## config.mk

```make
export PLATFORM = sky130hd
export DESIGN_NAME = rv32i_lsu_flat
export DESIGN_NICKNAME = d
export VERILOG_FILES = /design/src/rtl/rv32i_lsu_if.sv /design/src/rtl/rv32i_lsu.sv /design/src/flat_wrapper.sv
export SDC_FILE = /design/constraint.sdc
export NUM_CORES = 1
export LEC_CHECK = 0
export BUFFER_PORTS_ARGS = -buffer_cell sky130_fd_sc_hd__buf_2
export CELL_PAD_IN_SITES_DETAIL_PLACEMENT = 1
export CELL_PAD_IN_SITES_GLOBAL_PLACEMENT = 1
export CORE_ASPECT_RATIO = 2
export CORE_UTILIZATION = 39
export CTS_CLUSTER_SIZE = 10
export DETAILED_ROUTE_END_ITERATION = 6
export PLACE_DENSITY = 0.86
export SLEW_MARGIN = 20
export SYNTH_ARGS = -nofsm -noshare
export SYNTH_HDL_FRONTEND = slang
export SYNTH_SLANG_ARGS = --single-unit
```

## constraint.sdc

```tcl
create_clock -name clk -period 4.4 [get_ports clk]
set_input_delay 1.1 -clock clk [delete_from_list [all_inputs] [get_ports clk]]
set_output_delay 1.1 -clock clk [all_outputs]
set_load 0.02 [all_outputs]
```

## src/rtl/rv32i_lsu_if.sv

```systemverilog
// rtl/rv32i_lsu_if.sv - decoder request, memory port and writeback response bundle for rv32i_lsu
interface rv32i_lsu_if #(
   parameter int XLEN = 32
);
   logic            reqValid;
   logic            reqReady;
   logic            isLoad;
   logic            isStore;
   logic [2:0]      funct3;
   logic [XLEN-1:0] rs1Val;
   logic [XLEN-1:0] rs2Val;
   logic [XLEN-1:0] imm;
   logic [4:0]      rdIn;

   logic            memReq;
   logic [XLEN-1:0] memAddr;
   logic [XLEN-1:0] memWData;
   logic [3:0]      memWMask;
   logic            memRStrb;
   logic            memAck;
   logic [XLEN-1:0] memRData;

   logic            rspValid;
   logic            rspReady;
   logic [XLEN-1:0] rspData;
   logic [4:0]      rspRd;
   logic            rspErr;

   // Environment side: decoder, memory and writeback
   modport master (
      output reqValid, isLoad, isStore, funct3, rs1Val, rs2Val, imm, rdIn,
      input  reqReady,
      input  memReq, memAddr, memWData, memWMask, memRStrb,
      output memAck, memRData,
      input  rspValid, rspData, rspRd, rspErr,
      output rspReady
   );

   // Load/store unit side
   modport slave (
      input  reqValid, isLoad, isStore, funct3, rs1Val, rs2Val, imm, rdIn,
      output reqReady,
      output memReq, memAddr, memWData, memWMask, memRStrb,
      input  memAck, memRData,
      output rspValid, rspData, rspRd, rspErr,
      input  rspReady
   );
endinterface

```

## src/rtl/rv32i_lsu.sv

```systemverilog
// rtl/rv32i_lsu.sv - RV32I load/store unit; define RV32I_LSU_MISALIGN_TRAP_EN to trap misaligned accesses
module rv32i_lsu #(
   parameter int XLEN        = 32,
   parameter int MEM_TIMEOUT = 16
) (
   input logic        clk,
   input logic        rst,
   rv32i_lsu_if.slave bus
);
   localparam int CW = $clog2(MEM_TIMEOUT + 1);

   typedef enum logic [1:0] {IDLE, MEM, RESP} state_t;

   state_t          state, state_d;
   logic [1:0]      lane, lane_d;
   logic [2:0]      f3, f3_d;
   logic            load, load_d;
   logic [4:0]      rd, rd_d;
   logic [CW-1:0]   cnt, cnt_d;

   logic            mem_req, mem_req_d;
   logic [XLEN-1:0] mem_addr, mem_addr_d;
   logic [XLEN-1:0] mem_wdata, mem_wdata_d;
   logic [3:0]      mem_wmask, mem_wmask_d;
   logic            mem_rstrb, mem_rstrb_d;
   logic            rsp_valid, rsp_valid_d;
   logic [XLEN-1:0] rsp_data, rsp_data_d;
   logic [4:0]      rsp_rd, rsp_rd_d;
   logic            rsp_err, rsp_err_d;

   logic [XLEN-1:0] ea;
   logic [XLEN-1:0] store_data;
   logic [3:0]      store_mask;
   logic [XLEN-1:0] shifted;
   logic [XLEN-1:0] load_val;
   logic            f3_legal;
   logic            misalign_trap;

   assign ea = bus.rs1Val + bus.imm;

`ifdef RV32I_LSU_MISALIGN_TRAP_EN
   assign misalign_trap = ((bus.funct3[1:0] == 2'd1) && ea[0]) ||
                          ((bus.funct3[1:0] == 2'd2) && (ea[1:0] != 2'b00));
`else
   assign misalign_trap = 1'b0;
`endif

   // Legal funct3 set depends on whether the offered op is a load or a store
   always_comb begin
      f3_legal = 1'b0;
      if (bus.isLoad) f3_legal = bus.funct3 inside {3'd0, 3'd1, 3'd2, 3'd4, 3'd5};
      else            f3_legal = bus.funct3 inside {3'd0, 3'd1, 3'd2};
   end

   // Byte lane enables and lane-replicated write data for a store
   always_comb begin
      store_mask = 4'b1111;
      store_data = bus.rs2Val;
      case (bus.funct3[1:0])
         2'd0: begin
            store_mask = 4'b0001 << ea[1:0];
            store_data = {4{bus.rs2Val[7:0]}};
         end
         2'd1: begin
            store_mask = 4'b0011 << ea[1:0];
            store_data = {2{bus.rs2Val[15:0]}};
         end
         default: ;
      endcase
   end

   // Align the returned word to the addressed byte, then extend by size and sign
   always_comb begin
      shifted = bus.memRData >> {lane, 3'b000};
      case (f3)
         3'd0:    load_val = {{(XLEN-8){shifted[7]}}, shifted[7:0]};
         3'd1:    load_val = {{(XLEN-16){shifted[15]}}, shifted[15:0]};
         3'd4:    load_val = {{(XLEN-8){1'b0}}, shifted[7:0]};
         3'd5:    load_val = {{(XLEN-16){1'b0}}, shifted[15:0]};
         default: load_val = shifted;
      endcase
   end

   // Next-state and next-output logic for IDLE / MEM / RESP
   always_comb begin
      state_d     = state;
      lane_d      = lane;
      f3_d        = f3;
      load_d      = load;
      rd_d        = rd;
      cnt_d       = cnt;
      mem_req_d   = mem_req;
      mem_addr_d  = mem_addr;
      mem_wdata_d = mem_wdata;
      mem_wmask_d = mem_wmask;
      mem_rstrb_d = mem_rstrb;
      rsp_valid_d = rsp_valid;
      rsp_data_d  = rsp_data;
      rsp_rd_d    = rsp_rd;
      rsp_err_d   = rsp_err;
      case (state)
         IDLE: begin
            if (bus.reqValid) begin
               if (bus.isLoad && bus.isStore) begin
                  state_d     = RESP;
                  rsp_valid_d = 1'b1;
                  rsp_err_d   = 1'b1;
                  rsp_data_d  = '0;
                  rsp_rd_d    = '0;
               end else if (bus.isLoad || bus.isStore) begin
                  lane_d = ea[1:0];
                  f3_d   = bus.funct3;
                  load_d = bus.isLoad;
                  rd_d   = bus.rdIn;
                  if (!f3_legal || misalign_trap) begin
                     state_d     = RESP;
                     rsp_valid_d = 1'b1;
                     rsp_err_d   = 1'b1;
                     rsp_data_d  = '0;
                     rsp_rd_d    = '0;
                  end else begin
                     state_d     = MEM;
                     cnt_d       = '0;
                     mem_req_d   = 1'b1;
                     mem_addr_d  = {ea[XLEN-1:2], 2'b00};
                     mem_rstrb_d = bus.isLoad;
                     mem_wmask_d = bus.isLoad ? 4'b0000 : store_mask;
                     mem_wdata_d = bus.isLoad ? '0 : store_data;
                  end
               end
               // neither flag set: request consumed silently
            end
         end
         MEM: begin
            // an ack on the final allowed cycle still completes the access
            if (bus.memAck) begin
               state_d     = RESP;
               mem_req_d   = 1'b0;
               mem_rstrb_d = 1'b0;
               mem_wmask_d = 4'b0000;
               rsp_valid_d = 1'b1;
               rsp_err_d   = 1'b0;
               rsp_data_d  = load ? load_val : '0;
               rsp_rd_d    = load ? rd : 5'd0;
            end else if (cnt == CW'(MEM_TIMEOUT - 1)) begin
               state_d     = RESP;
               mem_req_d   = 1'b0;
               mem_rstrb_d = 1'b0;
               mem_wmask_d = 4'b0000;
               rsp_valid_d = 1'b1;
               rsp_err_d   = 1'b1;
               rsp_data_d  = '0;
               rsp_rd_d    = '0;
            end else begin
               cnt_d = cnt + 1'b1;
            end
         end
         RESP: begin
            if (bus.rspReady) begin
               state_d     = IDLE;
               rsp_valid_d = 1'b0;
            end
         end
         default: state_d = IDLE;
      endcase
   end

   // State and registered outputs; reset abandons any access without a response
   always_ff @(posedge clk) begin
      if (rst) begin
         state     <= IDLE;
         lane      <= '0;
         f3        <= '0;
         load      <= 1'b0;
         rd        <= '0;
         cnt       <= '0;
         mem_req   <= 1'b0;
         mem_addr  <= '0;
         mem_wdata <= '0;
         mem_wmask <= '0;
         mem_rstrb <= 1'b0;
         rsp_valid <= 1'b0;
         rsp_data  <= '0;
         rsp_rd    <= '0;
         rsp_err   <= 1'b0;
      end else begin
         state     <= state_d;
         lane      <= lane_d;
         f3        <= f3_d;
         load      <= load_d;
         rd        <= rd_d;
         cnt       <= cnt_d;
         mem_req   <= mem_req_d;
         mem_addr  <= mem_addr_d;
         mem_wdata <= mem_wdata_d;
         mem_wmask <= mem_wmask_d;
         mem_rstrb <= mem_rstrb_d;
         rsp_valid <= rsp_valid_d;
         rsp_data  <= rsp_data_d;
         rsp_rd    <= rsp_rd_d;
         rsp_err   <= rsp_err_d;
      end
   end

   assign bus.reqReady = (state == IDLE) && !rst;
   assign bus.memReq   = mem_req;
   assign bus.memAddr  = mem_addr;
   assign bus.memWData = mem_wdata;
   assign bus.memWMask = mem_wmask;
   assign bus.memRStrb = mem_rstrb;
   assign bus.rspValid = rsp_valid;
   assign bus.rspData  = rsp_data;
   assign bus.rspRd    = rsp_rd;
   assign bus.rspErr   = rsp_err;
endmodule

```

## src/flat_wrapper.sv

```systemverilog
// flat-port wrapper written by rule: the top's interface ports become plain ports
module rv32i_lsu_flat 
#(
   parameter int XLEN        = 32,
   parameter int MEM_TIMEOUT = 16
)
  (clk, rst, bus_reqValid, bus_isLoad, bus_isStore, bus_funct3, bus_rs1Val, bus_rs2Val, bus_imm, bus_rdIn, bus_reqReady, bus_memReq, bus_memAddr, bus_memWData, bus_memWMask, bus_memRStrb, bus_memAck, bus_memRData, bus_rspValid, bus_rspData, bus_rspRd, bus_rspErr, bus_rspReady);
  rv32i_lsu_if #(.XLEN(XLEN)) bus_i ();
  input logic clk;
  input logic rst;
  input wire logic [$bits(bus_i.reqValid)-1:0] bus_reqValid;
  input wire logic [$bits(bus_i.isLoad)-1:0] bus_isLoad;
  input wire logic [$bits(bus_i.isStore)-1:0] bus_isStore;
  input wire logic [$bits(bus_i.funct3)-1:0] bus_funct3;
  input wire logic [$bits(bus_i.rs1Val)-1:0] bus_rs1Val;
  input wire logic [$bits(bus_i.rs2Val)-1:0] bus_rs2Val;
  input wire logic [$bits(bus_i.imm)-1:0] bus_imm;
  input wire logic [$bits(bus_i.rdIn)-1:0] bus_rdIn;
  output wire logic [$bits(bus_i.reqReady)-1:0] bus_reqReady;
  output wire logic [$bits(bus_i.memReq)-1:0] bus_memReq;
  output wire logic [$bits(bus_i.memAddr)-1:0] bus_memAddr;
  output wire logic [$bits(bus_i.memWData)-1:0] bus_memWData;
  output wire logic [$bits(bus_i.memWMask)-1:0] bus_memWMask;
  output wire logic [$bits(bus_i.memRStrb)-1:0] bus_memRStrb;
  input wire logic [$bits(bus_i.memAck)-1:0] bus_memAck;
  input wire logic [$bits(bus_i.memRData)-1:0] bus_memRData;
  output wire logic [$bits(bus_i.rspValid)-1:0] bus_rspValid;
  output wire logic [$bits(bus_i.rspData)-1:0] bus_rspData;
  output wire logic [$bits(bus_i.rspRd)-1:0] bus_rspRd;
  output wire logic [$bits(bus_i.rspErr)-1:0] bus_rspErr;
  input wire logic [$bits(bus_i.rspReady)-1:0] bus_rspReady;
  assign bus_i.reqValid = bus_reqValid;
  assign bus_i.isLoad = bus_isLoad;
  assign bus_i.isStore = bus_isStore;
  assign bus_i.funct3 = bus_funct3;
  assign bus_i.rs1Val = bus_rs1Val;
  assign bus_i.rs2Val = bus_rs2Val;
  assign bus_i.imm = bus_imm;
  assign bus_i.rdIn = bus_rdIn;
  assign bus_reqReady = bus_i.reqReady;
  assign bus_memReq = bus_i.memReq;
  assign bus_memAddr = bus_i.memAddr;
  assign bus_memWData = bus_i.memWData;
  assign bus_memWMask = bus_i.memWMask;
  assign bus_memRStrb = bus_i.memRStrb;
  assign bus_i.memAck = bus_memAck;
  assign bus_i.memRData = bus_memRData;
  assign bus_rspValid = bus_i.rspValid;
  assign bus_rspData = bus_i.rspData;
  assign bus_rspRd = bus_i.rspRd;
  assign bus_rspErr = bus_i.rspErr;
  assign bus_i.rspReady = bus_rspReady;
  rv32i_lsu #(.XLEN(XLEN), .MEM_TIMEOUT(MEM_TIMEOUT)) u_core (.clk(clk), .rst(rst), .bus(bus_i));
endmodule
```

-- Word-level counts from Yosys, hierarchy flattened
Cells that the tools add are included.
- register bits: 125
- bits in latches: 0
- RAM bits: 0
- memory bits (read-only): 0
- output and inout port bits: 110
- logic and storage cells: 127
- memories: 0
- $add $sub $neg: 2
- multipliers: 0
- divide/modulo/power cells: 0
- order comparisons: 0
- eq/ne operators: 21
- shift operators: 3
- mux-type cells: 66
- bitwise logic cells: 1
- reductions and logical operators: 19
- operator list (kind ; number):
    $mux W32 ; 8
    $pmux W32 S2 ; 2
    $pmux W32 S4 ; 1
    $mux W5 ; 13
    $add A32 B32 Y32 ; 1
    $shr A32 B5 Y32 ; 1
    $mux W4 ; 7
    $pmux W5 S2 ; 2
    $mux W1 ; 19
    $pmux W4 S2 ; 2
    $mux W2 ; 7
    $eq A3 B3 Y1 const B ; 4
    $reduce_and A6 Y1 ; 2
    $ne A2 B2 Y1 const B ; 5
    $reduce_and A5 Y1 ; 2
    $reduce_and A4 Y1 ; 2
    $reduce_and A7 Y1 ; 1
    $eq A3 B1 Y1 const B ; 2
    $logic_not A3 Y1 ; 2
    $pmux W1 S2 ; 3
    $pmux W2 S3 ; 1
    $reduce_bool A3 Y1 ; 2
    $add A5 B1 Y5 const B ; 1
    $eq A5 B4 Y1 const B ; 1
    other kinds (17) ; 21

-- Depth between registers and ports, before layout
- word-level depth: 9
- depth in mapped cells: 11

-- Least setup slack after synthesis
No wires, ideal clock.
- kind: input to register
- start point: in bus_imm[4]
- end point: reg u_core.mem_addr[23], in the netlist u_core.bus.memAddr[23]
- setup time: 0.117 ns
- arrival: 3.008 ns
- slack: 1.275 ns
- cell stages on the path: 9
- buffers on the path: 0
- path through: ha_1 > a21o_1 > a31oi_1 > a21oi_1 > a311o_1 > a41oi_2 > o21ai_2 > xor2_1 > a22o_1
- cells in the longest elaborated chain, start to end: 1
- ends and longest elaborated chain (element ; RTL line ; RTL):
    start, declared ; flat_wrapper.sv:17 ; input wire logic [$bits(bus_i.imm)-1:0] bus_imm;
    $add A32 B32 Y32 ; rv32i_lsu.sv:39 ; assign ea = bus.rs1Val + bus.imm;
    end signal, assigned ; rv32i_lsu.sv:194 ; mem_addr <= mem_addr_d;
    end, declared ; rv32i_lsu.sv:22 ; logic [XLEN-1:0] mem_addr, mem_addr_d;
No other way between the ends.
A chain may end at the register's enable or synchronous reset.

-- Final worst setup path
- start point: in bus_imm[0]
- end point: reg u_core.mem_addr[24], in the netlist u_core.bus.memAddr[24]
The elaborated chain is that of the path after synthesis.

==> key figures <==
Cells and area
  – Fin util: 50.6%
  – Fill count: 2,288
  – Layout cells sized above 1: 26.9%
  – Multi-input logic area: 0.00427 mm^2
  – Antenna Cells: 0
  – P&R area growth vs syn: 27.1%
  – Register area: 0.00250 mm^2
  – Final net count: 1,288
  – Design area: 0.00899 mm^2
  – Finished Layout Cells: 1,337

Yosys
  – Area share of the largest cell type after synthesis: 35.3%
  – Mux cell area share after synthesis: 7.81%
  – Top post-synthesis cells by count: 132 x nor2_1, 125 x dfxtp_1, 108 x a21oi_1
  – Largest family of logic cells by synthesized area: compound AO/OA/AOI/OAI gates
  – Xor/xnor share of the synthesized area: 2.85%
  – Post-synth cell types: 56
  – Cell area after synthesis: 0.00708 mm^2
  – Synth Flop Type: dfxtp_1
  – Syn_area_per_cell: 7.91 um^2
  – Largest area contributor in the netlist: dfxtp_1
  – #FFs+latches synth: 125
  – Async SR Flop Fraction: 0%
  – Number of enable flip-flop cells after synthesis: 0
  – Mapped Cells: 895
  – Dominant cells by area after synthesis: dfxtp_1 35%, a21oi_1 7.6%, mux2i_1 7.5%
  – Adder-cell share of the synthesized area: 6.12%
  – YS warnings: 0
  – Synth Area in Simple Gates: 20.1%
  – Most common cell in the netlist: nor2_1
  – Register area share after synthesis: 35.3%
  – Compound-Gate Fraction of Synth Area: 23.2%

Placed design
  – HPWL Detailed: 19,800 um
  – Placer Congestion: 0.921
  – Port bufs: 250
  – Worst slack, placed: 0.706 ns
  – Cell count after placement: 1,305
  – Post-DP Area: 0.00842 mm^2

Worst setup path
  – WP data required: 4.71 ns
  – Reg-to-reg startpoint: u_core.lane[1]
  – Worst Setup Start Kind: input pin
  – Largest fanout on the critical path: 4
  – Worst R2R Setup Slack: 1.67 ns
  – Kind of critical path: input pin to flip-flop
  – Worst reg2reg path endpoint: u_core.bus.rspData[22]
  – Crit end category: flip-flop
  – Data arrival, critical path: 3.64 ns
  – Worst R2R Path Depth: 7

Clocking
  – H-Tree Depth: 4
  – Clk sink count: 125
  – Clock Tree Root: clkbuf_16
  – TritonCTS clock tree: done
  – Post-CTS Resized: 0
  – Clk pin slew, worst setup/hold paths: 0.06 ns
  – Clock tree buffer depth: 2
  – Hold Buf Count CTS: 0
  – Buffer count from post-CTS setup fixing: 0
  – TritonCTS Buffers: 17
  – Clk_lat worst skew: 0.43 ns

Global route
  – First-pass GRT wire length: 40,200 um
  – Initial antenna violation count: 0
  – Largest net degree at the start of global routing: 76
  – GRT overflow: 0
  – Global Route Usage Sum: 27.7%
  – Met1 usage: 26.3%
  – Busiest grt layer: met2
  – Met3 Track Usage GR: 3.95%
  – GR Util met2: 54.6%
  – Via count of the first global-routing pass: 7,680

Timing
  – Worst-margin pin slew: 0.914 ns
  – Setup TNS: 0 ns
  – Slack of the critical path: 1.07 ns
  – Min cycle time layout: 3.33 ns
  – Max Transition Viols Final: 0
  – RSZ-0062 raised after global routing: false
  – Setup violators final: 0
  – Crit share post-route: 75.7%
  – F_max: 300 MHz
  – Fin. Hold Viols: 0
  – Layout Skew: 0.0135 ns
  – Rel. slew slack: 38.8%

Pwr
  – Sw Share: 30.9%
  – Clock power frac: 42.0%
  – Psw: 996 uW
  – Peak VDD IR: 0.000229 V
  – Power Density: 358 mW/mm^2
  – Sequential Power Share: 37.0%
  – Pint: 2230 uW
  – Combinational power share: 21.0%
  – Leakage: 0.00420 uW

Routing
  – Vias: 7,626
  – Post-DR wirelength/cell: 19.4 um
  – DRT antenna net count: 0
  – DR pass1 iterations: 5
  – Vias/cell: 5.70
  – DRC: 0
  – Initial DRC count: 255
  – Total wire length: 26,000 um

Run status
  – Outcome: finished clean

Floorplanning
  – Initial core utilization: 39.8%
  – IO Pins: 253
  – Site row count: 69
  – Die Y: 193 um
  – Placeable Area: 0.0178 mm^2
  – Die Span X: 97.3 um
  – Die ar.: 0.0187 mm^2

Min path
  – Worst Hold Launch: u_core.bus.memAddr[11]
  – HP Class: flip-flop to flip-flop
  – Hold endpoint: u_core.bus.memAddr[11]
  – Hold path depth: 2

Run
  – Max cap viols: 0
## placed cells by master (no fill, tap or decap), types with 16 or more instances in the layout
cell type  netlist  routed
nor3_1          29      29
buf_2            5     249
nand2_1         78      78
mux2i_1         53      53
a21oi_1        108     108
clkbuf_16        0      17
nor2_1         132     132
a22oi_1         30      30
ha_1            33      33
o21ai_0         37      37
dfxtp_1        125     125
nor2b_1         16      16
## per-layer routing
metal  part of all wire [%]  up-vias  wire length, um
li1                       -     3619                -
met1                     34     3667             8940
met2                     56      268            14500
met3                    4.2       72             1090
met4                    5.6        0             1440
met5                      0        -                0
## layout make-up
class | instances | share of cell area, %
timing repair buffer | 260 | 14.8
tap | 213 | 2.96
inverter | 16 | 0.668
clock buffer | 19 | 5.04
clock inverter | 13 | 1.32
sequential | 125 | 27.8
multi-input combinational | 691 | 47.4
## cells by family after synthesis
logic type	count (synthesis)
adder cells (fa/ha/maj)	34
flip-flops	125
AO/OA/AOI/OAI	261
multiplexers	55
other	1
AND/OR/NAND/NOR	316
buffers and inverters	80
XOR/XNOR	23
## power by group through the flow
stage	Clock, uW	Sequential [uW]	Combinational, uW
finish	1350	1190	676
global route	1420	1200	738
detailed placement	0	1220	670
global placement	0	1220	655
CTS	1370	1190	675
floorplan	0	1240	411
## how the worst max path moves through the flow
stage / cells after the start / slack, ns / start / endpoint
4_1_cts: 12 / 1.15 / bus_imm[0] / u_core.bus.memAddr[24]
3_3_place_gp: 12 / 0.84 / bus_imm[0] / u_core.bus.memAddr[24]
3_5_place_dp: 12 / 0.71 / bus_imm[0] / u_core.bus.memAddr[24]
5_1_grt: 12 / 0.93 / bus_imm[0] / u_core.bus.memAddr[24]
6_report: 12 / 1.07 / bus_imm[0] / u_core.bus.memAddr[24]
2_1_floorplan: 9 / 1.28 / bus_imm[4] / u_core.bus.memAddr[23]
## worst max-delay path, stage by stage
cell and delay (ns):
buf_2 0.08, ha_1 0.17, inv_1 0.06, fa_1 0.37, nor2b_1 0.22, o2111ai_1 0.13, nand3b_1 0.21, a21oi_1 0.20
o21ai_1 0.50, a21oi_1 0.16, and3_1 0.22, a211o_1 0.22
## sequential cells by signal, indices dropped and copies added (netlist names), 2 cells and up
register             count
u_core.bus.rspRd         5
u_core.bus.rspData      32
u_core.rd                5
u_core.bus.memWData     32
u_core.lane              2
u_core.bus.memWMask      4
u_core.state             2
u_core.cnt               5
u_core.f3                3
u_core.bus.memAddr      30
## through the flow
step / total power, uW / hold WS [ns]
after floorplan: 1650 / 0.442
after global placement: 1870 / 0.435
after detailed placement: 1890 / 0.445
after CTS: 3240 / 0.453
after global routing: 3360 / 0.467
final: 3220 / 0.449
No activity file was read; power rests on OpenSTA's default activity.
